$ cat config.mk
export PLATFORM = sky130hd
export DESIGN_NAME = router_out_port_flat
export DESIGN_NICKNAME = d
export VERILOG_FILES = /design/src/rtl/router_pkg.sv /design/src/rtl/router_out_port_if.sv /design/src/rtl/router_skid_buf.sv /design/src/rtl/router_out_port.sv /design/src/flat_wrapper.sv
export SDC_FILE = /design/constraint.sdc
export NUM_CORES = 1
export LEC_CHECK = 0
export ABC_AREA = 0
export BUFFER_PORTS_ARGS = -buffer_cell sky130_fd_sc_hd__buf_2
export CORE_ASPECT_RATIO = 0.6
export CORE_MARGIN = 1.5
export CORE_UTILIZATION = 50
export DETAILED_ROUTE_END_ITERATION = 10
export PLACE_DENSITY = 0.72
export REMOVE_ABC_BUFFERS = 1
export SLEW_MARGIN = 25
export SYNTH_ARGS = -nofsm -noshare
export SYNTH_HDL_FRONTEND = slang
export SYNTH_SLANG_ARGS = --single-unit
$ cat constraint.sdc
create_clock -name clock -period 5.6 [get_ports clock]
set_input_delay 0.56 -clock clock [delete_from_list [all_inputs] [get_ports clock]]
set_output_delay 0.56 -clock clock [all_outputs]
set_load 0.02 [all_outputs]
$ cat src/rtl/router_pkg.sv
// Shared types and header field layout for the router output-port drain engine.
package router_pkg;

  localparam int unsigned ADDR_W       = 2;
  localparam int unsigned LEN_W        = 6;
  localparam int unsigned DATA_W       = 8;
  localparam int unsigned HDR_ADDR_LSB = 0;
  localparam int unsigned HDR_LEN_LSB  = 2;

  typedef enum logic [1:0] {
    StIdle,
    StHdrWait,
    StBody,
    StDrain
  } state_e;

endpackage

$ cat src/rtl/router_out_port_if.sv
// Payload byte stream (valid/ready with sop/eop framing) leaving a router output port.
interface router_out_port_if;
  import router_pkg::*;

  logic [DATA_W-1:0] m_data;
  logic              m_valid;
  logic              m_ready;
  logic              m_sop;
  logic              m_eop;

  modport master (output m_data, m_valid, m_sop, m_eop, input m_ready);
  modport slave  (input m_data, m_valid, m_sop, m_eop, output m_ready);

endinterface

$ cat src/rtl/router_skid_buf.sv
// Small circular FIFO of {eop, data} entries with an occupancy count; flush empties it.
module router_skid_buf #(
  parameter int unsigned Depth = 2,
  localparam int unsigned PtrW = $clog2(Depth),
  localparam int unsigned CntW = $clog2(Depth + 1)
) (
  input  logic            clock,
  input  logic            resetn,
  input  logic            flush_i,
  input  logic            push_i,
  input  logic [8:0]      push_data_i,
  input  logic            pop_i,
  output logic [8:0]      pop_data_o,
  output logic            empty_o,
  output logic [CntW-1:0] count_o
);

  logic [8:0]      mem_q [Depth];
  logic [PtrW-1:0] wr_ptr_q, rd_ptr_q;
  logic [CntW-1:0] count_q;

  // Depth need not be a power of two, so pointers wrap explicitly.
  function automatic logic [PtrW-1:0] inc_ptr(input logic [PtrW-1:0] p);
    return (p == PtrW'(Depth - 1)) ? '0 : p + PtrW'(1);
  endfunction

  always_ff @(posedge clock or negedge resetn) begin
    if (!resetn) begin
      wr_ptr_q <= '0;
      rd_ptr_q <= '0;
      count_q  <= '0;
    end else if (flush_i) begin
      wr_ptr_q <= '0;
      rd_ptr_q <= '0;
      count_q  <= '0;
    end else begin
      if (push_i) wr_ptr_q <= inc_ptr(wr_ptr_q);
      if (pop_i)  rd_ptr_q <= inc_ptr(rd_ptr_q);
      unique case ({push_i, pop_i})
        2'b10:   count_q <= count_q + CntW'(1);
        2'b01:   count_q <= count_q - CntW'(1);
        default: count_q <= count_q;
      endcase
    end
  end

  always_ff @(posedge clock) begin
    if (push_i) mem_q[wr_ptr_q] <= push_data_i;
  end

  assign pop_data_o = mem_q[rd_ptr_q];
  assign empty_o    = (count_q == '0);
  assign count_o    = count_q;

endmodule

$ cat src/rtl/router_out_port.sv
// Drains one router output FIFO into a framed byte stream, checks parity, reports completion.
// Optional ROUTER_OUT_STATS_EN adds packet / error counters.
module router_out_port
  import router_pkg::*;
#(
  parameter int unsigned BUF_DEPTH   = 2,
  parameter int unsigned ABORT_LIMIT = 32
) (
  input  logic              clock,
  input  logic              resetn,
  input  logic              vld_out,
  input  logic [DATA_W-1:0] data_out,
  output logic              read_enb,
  router_out_port_if.master strm,
  output logic [ADDR_W-1:0] pkt_addr,
  output logic [LEN_W-1:0]  pkt_len,
  output logic              pkt_done,
  output logic              pkt_err,
  output logic              pkt_abort
`ifdef ROUTER_OUT_STATS_EN
  ,
  output logic [15:0]       stat_pkts,
  output logic [15:0]       stat_errs
`endif
);

  localparam int unsigned CntW = $clog2(BUF_DEPTH + 1);

  state_e            state_q;
  logic [LEN_W:0]    req_left_q;
  logic [LEN_W-1:0]  pay_left_q;
  logic [DATA_W-1:0] acc_q;
  logic [7:0]        idle_cnt_q;
  logic              rd_pend_q, sop_pend_q, bad_q;
  logic [ADDR_W-1:0] addr_q;
  logic [LEN_W-1:0]  len_q;
  logic              done_q, err_q, abort_q;

  logic [CntW-1:0]   buf_count;
  logic              buf_empty, beat_valid, pop;
  logic [DATA_W:0]   head;
  logic [LEN_W-1:0]  hdr_len;
  logic              credit_ok, rx, rx_payload, rx_parity, stall, abort_fire;

  assign hdr_len    = data_out[HDR_LEN_LSB +: LEN_W];
  // A read in flight already owns a buffer slot.
  assign credit_ok  = (32'(buf_count) + 32'(rd_pend_q)) < BUF_DEPTH;
  assign rx         = rd_pend_q && (state_q == StBody);
  assign rx_payload = rx && (pay_left_q != '0);
  assign rx_parity  = rx && (pay_left_q == '0);
  assign stall      = ((state_q == StHdrWait) || (state_q == StBody)) && !vld_out && !rd_pend_q;
  assign abort_fire = stall && (idle_cnt_q == 8'(ABORT_LIMIT - 1));

  assign beat_valid   = !buf_empty;
  assign pop          = beat_valid && strm.m_ready;
  assign strm.m_valid = beat_valid;
  assign strm.m_data  = beat_valid ? head[DATA_W-1:0] : '0;
  assign strm.m_eop   = beat_valid && head[DATA_W];
  assign strm.m_sop   = beat_valid && sop_pend_q;

  router_skid_buf #(
    .Depth(BUF_DEPTH)
  ) u_buf (
    .clock      (clock),
    .resetn     (resetn),
    .flush_i    (abort_fire),
    .push_i     (rx_payload),
    .push_data_i({(pay_left_q == LEN_W'(1)), data_out}),
    .pop_i      (pop),
    .pop_data_o (head),
    .empty_o    (buf_empty),
    .count_o    (buf_count)
  );

  always_comb begin
    read_enb = 1'b0;
    unique case (state_q)
      StIdle:  read_enb = vld_out;
      StBody:  read_enb = vld_out && (req_left_q != '0) && credit_ok;
      default: read_enb = 1'b0;
    endcase
    if (!resetn) read_enb = 1'b0;
  end

  always_ff @(posedge clock or negedge resetn) begin
    if (!resetn) begin
      state_q    <= StIdle;
      req_left_q <= '0;
      pay_left_q <= '0;
      acc_q      <= '0;
      idle_cnt_q <= '0;
      rd_pend_q  <= 1'b0;
      sop_pend_q <= 1'b0;
      bad_q      <= 1'b0;
      addr_q     <= '0;
      len_q      <= '0;
      done_q     <= 1'b0;
      err_q      <= 1'b0;
      abort_q    <= 1'b0;
    end else begin
      done_q     <= 1'b0;
      err_q      <= 1'b0;
      abort_q    <= 1'b0;
      rd_pend_q  <= read_enb;
      idle_cnt_q <= stall ? idle_cnt_q + 8'd1 : 8'd0;
      if (pop) sop_pend_q <= 1'b0;
      unique case (state_q)
        StIdle: begin
          if (read_enb) state_q <= StHdrWait;
        end
        StHdrWait: begin
          addr_q     <= data_out[HDR_ADDR_LSB +: ADDR_W];
          len_q      <= hdr_len;
          acc_q      <= data_out;
          req_left_q <= {1'b0, hdr_len} + (LEN_W + 1)'(1);
          pay_left_q <= hdr_len;
          sop_pend_q <= 1'b1;
          bad_q      <= (hdr_len == '0);
          state_q    <= StBody;
        end
        StBody: begin
          if (read_enb) req_left_q <= req_left_q - (LEN_W + 1)'(1);
          if (rx_payload) begin
            acc_q      <= acc_q ^ data_out;
            pay_left_q <= pay_left_q - LEN_W'(1);
          end
          if (rx_parity) begin
            bad_q   <= bad_q || (acc_q != data_out);
            state_q <= StDrain;
          end
        end
        StDrain: begin
          if (buf_empty) begin
            done_q  <= 1'b1;
            err_q   <= bad_q;
            state_q <= StIdle;
          end
        end
      endcase
      // Upstream went quiet mid-packet: drop buffered beats and report the truncation.
      if (abort_fire) begin
        state_q    <= StIdle;
        idle_cnt_q <= '0;
        sop_pend_q <= 1'b0;
        done_q     <= 1'b1;
        err_q      <= 1'b1;
        abort_q    <= 1'b1;
      end
    end
  end

  assign pkt_addr  = addr_q;
  assign pkt_len   = len_q;
  assign pkt_done  = done_q;
  assign pkt_err   = err_q;
  assign pkt_abort = abort_q;

`ifdef ROUTER_OUT_STATS_EN
  always_ff @(posedge clock or negedge resetn) begin
    if (!resetn) begin
      stat_pkts <= '0;
      stat_errs <= '0;
    end else if (done_q) begin
      stat_pkts <= stat_pkts + 16'd1;
      if (err_q) stat_errs <= stat_errs + 16'd1;
    end
  end
`endif

endmodule
$ cat src/flat_wrapper.sv
// flat-port wrapper written by rule: the top's interface ports become plain ports
module router_out_port_flat import router_pkg::*;
#(
  parameter int unsigned BUF_DEPTH   = 2,
  parameter int unsigned ABORT_LIMIT = 32
)
  (clock, resetn, vld_out, data_out, read_enb, pkt_addr, pkt_len, pkt_done, pkt_err, pkt_abort, strm_m_data, strm_m_valid, strm_m_sop, strm_m_eop, strm_m_ready);
  router_out_port_if strm_i ();
  input  logic clock;
  input  logic resetn;
  input  logic vld_out;
  input  logic [DATA_W-1:0] data_out;
  output logic read_enb;
  output logic [ADDR_W-1:0] pkt_addr;
  output logic [LEN_W-1:0] pkt_len;
  output logic pkt_done;
  output logic pkt_err;
  output logic pkt_abort;
  output wire logic [$bits(strm_i.m_data)-1:0] strm_m_data;
  output wire logic [$bits(strm_i.m_valid)-1:0] strm_m_valid;
  output wire logic [$bits(strm_i.m_sop)-1:0] strm_m_sop;
  output wire logic [$bits(strm_i.m_eop)-1:0] strm_m_eop;
  input wire logic [$bits(strm_i.m_ready)-1:0] strm_m_ready;
  assign strm_m_data = strm_i.m_data;
  assign strm_m_valid = strm_i.m_valid;
  assign strm_m_sop = strm_i.m_sop;
  assign strm_m_eop = strm_i.m_eop;
  assign strm_i.m_ready = strm_m_ready;
  router_out_port #(.BUF_DEPTH(BUF_DEPTH), .ABORT_LIMIT(ABORT_LIMIT)) u_core (.clock(clock), .resetn(resetn), .vld_out(vld_out), .data_out(data_out), .read_enb(read_enb), .strm(strm_i), .pkt_addr(pkt_addr), .pkt_len(pkt_len), .pkt_done(pkt_done), .pkt_err(pkt_err), .pkt_abort(pkt_abort));
endmodule
== Word level (Yosys, flattened, before mapping) ==
Memory sizes are Yosys's and may differ from the RTL's.
Index checks and enable logic that the tools add are counted.

* Register bits after elaboration: 49
* Bits in latches: 0
* Bits in writable memories: 18
* Bits in read-only memories: 0
* Output and inout port bits: 23
* Memories: 1

* Add/sub/neg operators: 9
* Multiply operators: 0
* Divide/modulo/power cells: 0
* Magnitude comparators: 1
* Equal/unequal tests: 14
* Shifts and indexed selects: 0
* Mux-type cells: 38
* Bitwise operators: 1
* Reduce and logical (&&, ||, !) cells: 31

{| class="wikitable"
|+ Memories
! name !! words !! width !! rd ports !! clocked after Yosys merged registers in !! write ports !! RTL line !! RTL
|-
| u_core.u_buf.mem_q || 2 || 9 || 1 || 0 || 1 || router_skid_buf.sv:18 || <nowiki>logic [8:0] mem_q [Depth];</nowiki>
|}

{| class="wikitable"
|+ Operators by type and width
! kind !! number
|-
| $lt 32x2->1 const B || 1
|-
| $mux 8 || 4
|-
| $mux 1 || 20
|-
| $pmux 8 s2 || 1
|-
| $pmux 7 s2 || 1
|-
| $logic_not 6->1 || 2
|-
| $pmux 6 s2 || 1
|-
| $logic_and 1x1->1 || 11
|-
| $mux 2 || 5
|-
| $ne 3x1->1 const B || 3
|-
| $add 8x1->8 const B || 1
|-
| $eq 8x5->1 const B || 1
|-
| $ne 8x8->1 || 1
|-
| $pmux 2 s4 || 1
|-
| $xor 8x8->8 || 1
|-
| $add 6x1->7 const B || 1
|-
| $mux 7 || 1
|-
| $reduce_bool 7->1 || 1
|-
| $sub 7x1->7 const B || 1
|-
| $eq 2x2->1 const B || 3
|-
| $eq 6x1->1 const B || 1
|-
| $mux 6 || 1
|-
| $reduce_and 2->1 || 3
|-
| $reduce_bool 2->1 || 3
|-
| 16 further kinds || 25
|}

== Depth between registers and ports, before layout ==
Gate-level depths: netlist of run 1.

* Word-level depth: 8
* Mapped depth: 9
* Mapped depth without buffers: 9

== By module ==
Synthesis of run 1 repeated with hierarchy kept, for this count alone.

* Cell total of the unflattened synthesis: 346
* Area, all modules: 3684.8 um2

{| class="wikitable"
|+ By module, submodules not included
! module !! instances !! cells each !! area each (um2) !! seq. area each (um2)
|-
| router_out_port || 1 || 298 || 2834.0 || 1126.1
|-
| router_skid_buf || 1 || 48 || 850.8 || 640.6
|}

== Least setup slack after synthesis of run 1 ==
OpenSTA, ideal clock, no wires.

* Path kind: reg-to-output
* Start: register u_core.req_left_q[3]
* End: output port read_enb
* Data arrival time: 1.570 ns
* Required time: 5.040 ns
* Setup slack: 3.470 ns
* Cell stages (with the launch flop): 5
* Path buffers: 0
* Cell sequence: dfrtp_1 or3_4 or3_2 a31oi_1 nor2_1

* Word-level cells in the longest chain between the ends: 5

{| class="wikitable"
|+ RTL lines
! what !! RTL line !! RTL
|-
| start: declaration || router_out_port.sv:30 || <nowiki>logic [LEN_W:0] req_left_q;</nowiki>
|-
| start signal: assignment || router_out_port.sv:115 || <nowiki>req_left_q <= {1'b0, hdr_len} + (LEN_W + 1)'(1);</nowiki>
|-
| start signal: assignment || router_out_port.sv:122 || <nowiki>if (read_enb) req_left_q <= req_left_q - (LEN_W + 1)'(1);</nowiki>
|-
| $reduce_bool 7->1 || router_out_port.sv:79 || <nowiki>StBody: read_enb = vld_out && (req_left_q != '0) && credit_ok;</nowiki>
|-
| $logic_and 1x1->1 (2 in series) || router_out_port.sv:79 ||
|-
| $pmux 1 s2 || router_out_port.sv:77 || <nowiki>unique case (state_q)</nowiki>
|-
| $mux 1 || router_out_port.sv:82 || <nowiki>if (!resetn) read_enb = 1'b0;</nowiki>
|-
| end: declaration || flat_wrapper.sv:13 || <nowiki>output logic read_enb;</nowiki>
|}

No other way between the ends.

== Final worst setup path of run 1 ==
* Start: register u_core.state_q[0]
* End: memory u_core.u_buf.mem_q[0][4], enable pin

* Word-level cells in the longest chain between the ends: 5

{| class="wikitable"
|+ RTL lines
! what !! RTL line !! RTL
|-
| start: declaration || router_out_port.sv:29 || <nowiki>state_e state_q;</nowiki>
|-
| start signal: assignment || router_out_port.sv:87 || <nowiki>state_q <= StIdle;</nowiki>
|-
| start signal: assignment || router_out_port.sv:109 || <nowiki>if (read_enb) state_q <= StHdrWait;</nowiki>
|-
| start signal: assignment || router_out_port.sv:119 || <nowiki>state_q <= StBody;</nowiki>
|-
| $eq 2x2->1 || router_out_port.sv:48 || <nowiki>assign rx = rd_pend_q && (state_q == StBody);</nowiki>
|-
| $logic_and 1x1->1 || router_out_port.sv:48 ||
|-
| $logic_and 1x1->1 || router_out_port.sv:49 || <nowiki>assign rx_payload = rx && (pay_left_q != '0);</nowiki>
|-
| $mux 1 || router_skid_buf.sv:48 || <nowiki>if (push_i) mem_q[wr_ptr_q] <= push_data_i;</nowiki>
|-
| $mux 1 (not written as such) || router_skid_buf.sv:48 ||
|-
| end: declaration || router_skid_buf.sv:18 ||
|}

No other way between the ends.

==> results of run 1 <==
-- worst max-delay path, delay by kind of cell, from the launching register on --
family | cells | cell delay [ns]
AOI/OAI and AO/OA | 1 | 0.46
adders and majority gates | 1 | 0.17
buffers and inverters | 3 | 0.57
DFF | 1 | 0.43
and+or+nand+nor | 2 | 0.89
-- cells by family (layout without fill, tap and decap cells) --
logic type | Yosys count | after routing
AND/OR/NAND/NOR | 104 | 104
AO/OA/AOI/OAI | 74 | 74
flip-flops | 67 | 67
buffers and inverters | 35 | 71
XOR/XNOR | 21 | 21
multiplexers | 19 | 19
adder cells (fa/ha/maj) | 15 | 15
-- power breakdown --
part,internal [uW],switching (uW),total [uW]
clock network,389,205,593
registers,654,157,811
logic,375,555,930
-- worst max path at each step --
stage,endpoint,slack [ns],cells past startpoint
floorplan,u_core.u_buf.count_o[1],2.86,8
global placement,u_core.req_left_q[1],2.80,6
detailed placement,u_core.req_left_q[0],2.63,6
CTS,u_core.req_left_q[0],2.61,6
global route,u_core.u_buf.mem_q[0][1],2.48,7
finish,u_core.u_buf.mem_q[0][4],2.69,7
-- metal layers --
metal	vias up	global-route usage [%]	part of all wire, %
li1	1283	-	-
met1	1296	32.19	53
met2	93	29.52	39
met3	8	7.430	6.6
met4	0	6.804	1.0
met5	-	0	0
-- layout by cell type, fill, tap and decap left out, drive strengths merged, types with 7 or more instances in the layout --
| cell | synthesis | final |
|---|---|---|
| xnor2 | 14 | 14 |
| mux2i | 11 | 11 |
| mux2 | 8 | 8 |
| o21ai | 17 | 17 |
| nand3 | 20 | 20 |
| nor2 | 30 | 30 |
| clkbuf | 12 | 11 |
| edfxtp | 18 | 18 |
| inv | 19 | 19 |
| nor3 | 8 | 8 |
| dfrtp | 49 | 49 |
| xor2 | 7 | 7 |
| a21oi | 17 | 17 |
| nand2 | 14 | 14 |
| buf | 4 | 36 |
| ha | 15 | 15 |
-- cells in the mapped netlist, types with 4 or more instances --
library cell	instances	area [um2]
a21oi_1	16	80.08
dfrtp_1	49	1226
o21ai_0	17	85.08
a22oi_1	4	30.03
clkbuf_1	12	45.04
mux2_2	8	90.09
nor2_1	29	108.9
inv_1	17	63.81
mux2i_1	11	110.1
nand3_1	20	100.1
xor2_1	7	61.31
ha_1	15	187.7
xnor2_1	14	122.6
nor3_1	8	40.04
edfxtp_1	18	540.5
nand2_1	13	48.80
-- flip-flops by register name, indices dropped and copies added (netlist names) --
register	flops
u_core.pkt_len	6
u_core.state_q	2
u_core.u_buf.wr_ptr_q	1
u_core.bad_q	1
u_core.pkt_abort	1
u_core.pkt_err	1
u_core.req_left_q	7
u_core.pkt_addr	2
u_core.acc_q	8
u_core.u_buf.rd_ptr_q	1
u_core.sop_pend_q	1
u_core.u_buf.count_o	2
u_core.pay_left_q	6
u_core.pkt_done	1
u_core.rd_pend_q	1
u_core.u_buf.mem_q	18
u_core.idle_cnt_q	8
-- stage by stage --
| step | power (uW) | hold WS [ns] | std cells | worst slack (ns) | util, % |
|---|---|---|---|---|---|
| after CTS | 2331 | 0.3655 | 458 | 2.612 | 60.63 |
| after floorplan | 1460 | 0.2644 | 319 | 2.862 | - |
| after global routing | 2470 | 0.4159 | 458 | 2.483 | 60.67 |
| final | 2335 | 0.3465 | 458 | 2.693 | 60.67 |
| after detailed placement | 1736 | 0.4889 | 442 | 2.633 | 56.04 |
| after global placement | 1705 | 0.4768 | 442 | 2.797 | 56.04 |
-- cell type report --
class / count / share of cell area [%]
clock buffer: 11 / 5.648
clock inverter: 5 / 1.913
inverter: 19 / 1.731
multi-input combinational: 233 / 40.69
sequential: 67 / 42.88
tap: 87 / 2.642
timing repair buffer: 36 / 4.494
==> qor.csv, run 1 <==
metric,value,unit
status,"finished, final reports clean",
worstSetupStartpointType,flip-flop,
cts_setup_buffers,0,
port_buffers,34,
seq_area,0.001767,mm2
tritoncts,done,
synth-compound-area-share,15.12,%
finalMaxSlewViolations,0,
die_area,0.007685,mm2
synth_seq_area_share,49.41,%
drc,0,
min_period_over_period,51.91,%
grt_pass1_vias,2395,
synth_seq_cells,67,
cts_max_level,3,
nets,393,
ant_nets,0,
finalClockSkew,0.008693,ns
power.leakage,0.001788,uW
antenna_cells,0,
start_util,52.65,%
grt_max_degree,52,
numCtsBuffers,9,
critPathMaxFanout,30,
num_rows,23,
criticalPathCategory,reg -> reg,
slowest_delay,0.64,ns
drt_iter0_markers,178,
rsz0062_at_grt,no,
design_area,0.004120,mm2
clk_pin_slew,0.06,ns
peakVddDrop,0.2819,mV
synth_warnings,0,
via_count,2680,
die_w,112.2,um
syn_to_final_growth,15.22,%
synth.cell_area,0.003576,mm2
arrival,2.87,ns
clockBufferDepth,2,
ys_async_sr_fraction,73.13,%
ios,35,
hold_viol,0,
crit_chain,inv_1 -> ha_1 -> buf_4 -> and2_2 -> a21boi_4 -> inv_2 -> nor2_1,
grt-ovfl-total,0,
dp.final_hpwl,5350,um
core,0.006792,mm2
powerDensity,566.7,mW/mm2
ys.flop_type,dfrtp_1,
r2r_end,u_core.u_buf.mem_q[0][4],
postCtsHoldBufs,0,
ys_types,62,
end_kind,flip-flop,
r2r_setup_slack,2.69,ns
drive_gt1_share,21.02,%
firstDrtPassIters,6,
max-cap-violations,0,
fin_tns_setup,0,ns
root_buffer,clkbuf_16,
die_h,68.51,um
worst_slew_pin_slew,0.8667,ns
multi_input_area,0.001677,mm2
clk-insertion-delay-late,0.33,ns
post_cts_resized,0,
crit_required,5.56,ns
place.gp.congestion,0.9004,
grt_pass1_wl,12460,um
nFillCells,578,
startpoint,u_core.state_q[0],
vias_per_cell,5.852,
synth_edf_count,18,
slowest_stage,nor2_1,
antenna_found_initial,0,
synth_mux_area_share,5.598,%
period_minus_slack,2.907,ns
route.final.wire_length,7781,um
syn_inst,335,
postPlaceCellArea,0.003806,mm2
reg2reg_from,u_core.state_q[0],
setup_viol,0,
clock_sinks,67,
grt_use_total,21.68,%
synth_top_family_by_area,simple AND/OR/NAND/NOR gates,
fmax,344.0,MHz
synth.avg_cell_area,10.67,um2
synthAdderAreaFrac,5.248,%
synth-simple-area-share,15.71,%
hold_path_class,in -> async,
drt-wirelength-per-cell,16.99,um
max_slew_margin,42.00,%
yosys.area_share.xor_xnor,5.143,%
r2r_cells,7,
Power figures use the tool's default switching activity.
==> run 2, diff against run 1 <==
==> constraint.sdc (replaced) <==
create_clock -name clock -period 2.7 [get_ports clock]
set_input_delay 0.27 -clock clock [delete_from_list [all_inputs] [get_ports clock]]
set_output_delay 0.27 -clock clock [all_outputs]
set_load 0.02 [all_outputs]
==> run 2 against run 1 <==
Against the previous run:
- combinational power up 110%
- clock-buffer cell count down 2
- largest power group unchanged
- hold slack got worse by 0.14 ns
- critical path type is now reg -> out
- clock skew decreased by 0.0034 ns
- register-to-register slack lost 2.4 ns
- the flow now finishes with violations (design-rule violations)
- wire length rose by 3.3%
- critical path depth fell by 2
- global-route usage is 1.2 points higher
- critical endpoint is now read_enb
- sequential share of layout area down 0.68 points
==> qor.csv, run 2 (synthesized netlist as in run 1, its figures left out) <==
metric,value,unit,change
antenna_found_initial,0,,unchanged
start_util,52.65,%,unchanged
status,"finished, violations left",,"was finished, final reports clean"
clock_sinks,67,,unchanged
max_flop_register,u_core.u_buf.mem_q,,unchanged
cts_setup_buffers,0,,unchanged
largest_register_ffs,18,,unchanged
postCtsHoldBufs,1,,was 0
route.final.wire_length,8036,um,was 7781 um
drc,3,,was 0
grt_pass1_vias,2517,,was 2395
slowest_delay,0.46,ns,was 0.64 ns
criticalPathCategory,reg -> out,,was reg -> reg
finalNonFillerCells,466,,was 458
end_kind,output port,,was flip-flop
num_rows,23,,unchanged
largest_registers,"u_core.u_buf.mem_q (18), u_core.acc_q (8), u_core.idle_cnt_q (8)",,unchanged
die_w,112.2,um,unchanged
max-cap-violations,0,,unchanged
slowest_stage,dfrtp_1,,was nor2_1
antenna_cells,0,,unchanged
final_cell_mix,"49 x dfrtp_1, 34 x buf_2, 29 x nor2_1",,unchanged
final_common_cell,dfrtp_1,,unchanged
ios,35,,unchanged
peakVddDrop,0.6496,mV,was 0.2819 mV
dp_cells,449,,was 442
place.gp.congestion,0.9220,,was 0.9004
nets,401,,was 393
die_area,0.007685,mm2,unchanged
clockBufferDepth,2,,unchanged
use_met1,33.45,%,was 32.19%
post_cts_resized,0,,unchanged
crit_required,2.43,ns,was 5.56 ns
use_met2,33.05,%,was 29.52%
hold_path_class,in -> reg,,was in -> async
ant_nets,0,,unchanged
power.leakage,0.001823,uW,was 0.001788 uW
syn_to_final_growth,17.07,%,was 15.22%
clk_pin_slew,0.05,ns,was 0.06 ns
drt-wirelength-per-cell,17.24,um,was 16.99 um
worst_slew_pin_slew,0.6453,ns,was 0.8667 ns
powerDensity,1178,mW/mm2,was 566.7 mW/mm2
grt_max_degree,34,,was 52
cts_max_level,3,,unchanged
finalMaxSlewViolations,0,,unchanged
critPathMaxFanout,8,,was 30
min_period_over_period,88.78,%,
period_minus_slack,2.397,ns,
clk-insertion-delay-late,0.34,ns,was 0.33 ns
arrival,2.13,ns,was 2.87 ns
worst_slack,0.3030,ns,was 2.693 ns
gr-max-usage-layer,met1,,unchanged
gr-usage-met3,5.682,%,was 7.430%
die_h,68.51,um,unchanged
grt_use_total,22.88,%,was 21.68%
firstDrtPassIters,8,,was 6
hold_viol,0,,unchanged
rsz0062_at_grt,no,,unchanged
worstSetupStartpointType,flip-flop,,unchanged
root_buffer,clkbuf_16,,unchanged
via_count,2737,,was 2680
tritoncts,done,,unchanged
pre_cts_slack,0.3613,ns,was 2.633 ns
setup_viol,0,,unchanged
nFillCells,570,,was 578
grt-ovfl-total,0,,unchanged
dp.final_hpwl,5668,um,was 5350 um
fmax,417.2,MHz,
crit_chain,or3_4 -> or3_2 -> a31oi_1 -> nor2_1 -> buf_2,,was inv_1 -> ha_1 -> buf_4 -> and2_2 -> a21boi_4 -> inv_2 -> nor2_1
drt_iter0_markers,171,,was 178
grt_pass1_wl,13030,um,was 12460 um
finalClockSkew,0.005278,ns,was 0.008693 ns
port_buffers,34,,unchanged
violations,design-rule violations,,
core,0.006792,mm2,unchanged
numCtsBuffers,9,,unchanged
drive_gt1_share,22.43,%,was 21.02%
vias_per_cell,5.873,,was 5.852
max_slew_margin,56.37,%,was 42.00%
-- run 2: changes by cell type in the layout (fill, tap and decap cells not counted), sizes merged --
cell / before / now
buf: 36 / 43
dlygate4sd3: 0 / 1
clkinvlp: 0 / 2
clkbuf: 11 / 9
-- run 2: worst paths after layout --
check                                      from                       end  slack (ns)  depth (start not counted)
max in group asynchronous                resetn      u_core.pay_left_q[0]        1.48                          3
min                                 data_out[1]  u_core.u_buf.mem_q[0][1]        0.21                          1
min reg2reg                   u_core.pkt_len[5]         u_core.pkt_len[5]        0.50                          1
min in group asynchronous                resetn      u_core.req_left_q[2]        0.41                          2
max                        u_core.req_left_q[3]                  read_enb        0.30                          5
max reg2reg                   u_core.state_q[0]   u_core.u_buf.count_o[1]        0.33                          8
-- run 2: critical path: cells and delay by family, from the launching register on --
family / cells / cell delay [ns]
buffers and inverters: 1 / 0.16
AOI/OAI and AO/OA: 1 / 0.18
DFF: 1 / 0.46
and+or+nand+nor: 3 / 0.99
-- run 2: power by group --
| group | total (uW) | switching (uW) | internal, uW | leakage, uW |
|---|---|---|---|---|
| Sequential | 1690 | 332 | 1360 | 0.000769 |
| Combinational | 1990 | 1170 | 828 | 0.000905 |
| Clock | 1250 | 444 | 804 | 0.000149 |
| Total | 4930 | 1940 | 2990 | 0.00182 |
-- run 2: cell type report --
type	count	area (um2)	share of cell area (%)
clock inverters	7	92.59	2.212
well taps	87	108.9	2.600
repair buffers	44	247.7	5.918
inverters	19	71.32	1.704
multi-input cells	233	1674	39.99
clock buffers	9	225.2	5.380
flip-flops and latches	67	1767	42.20
-- run 2: metal layers --
layer | vias to the layer above | routed length, um
met1 | 1328 | 4191
met5 | - | 0
met3 | 11 | 473
li1 | 1311 | -
met2 | 87 | 3260
met4 | 0 | 110
-- run 2: metrics by stage --
step / util [%] / cell area [um2] / setup TNS [ns] / power (uW) / hold slack (ns)
2_1_floorplan: - / 3512 / -0.03804 / 3028 / -0.02559
4_1_cts: 61.64 / 4187 / 0 / 4940 / 0.1991
3_3_place_gp: 56.82 / 3859 / 0 / 3618 / 0.2278
6_report: 61.64 / 4187 / 0 / 4930 / 0.2099
5_1_grt: 61.64 / 4187 / 0 / 5243 / 0.2154
3_5_place_dp: 56.82 / 3859 / 0 / 3673 / 0.2257
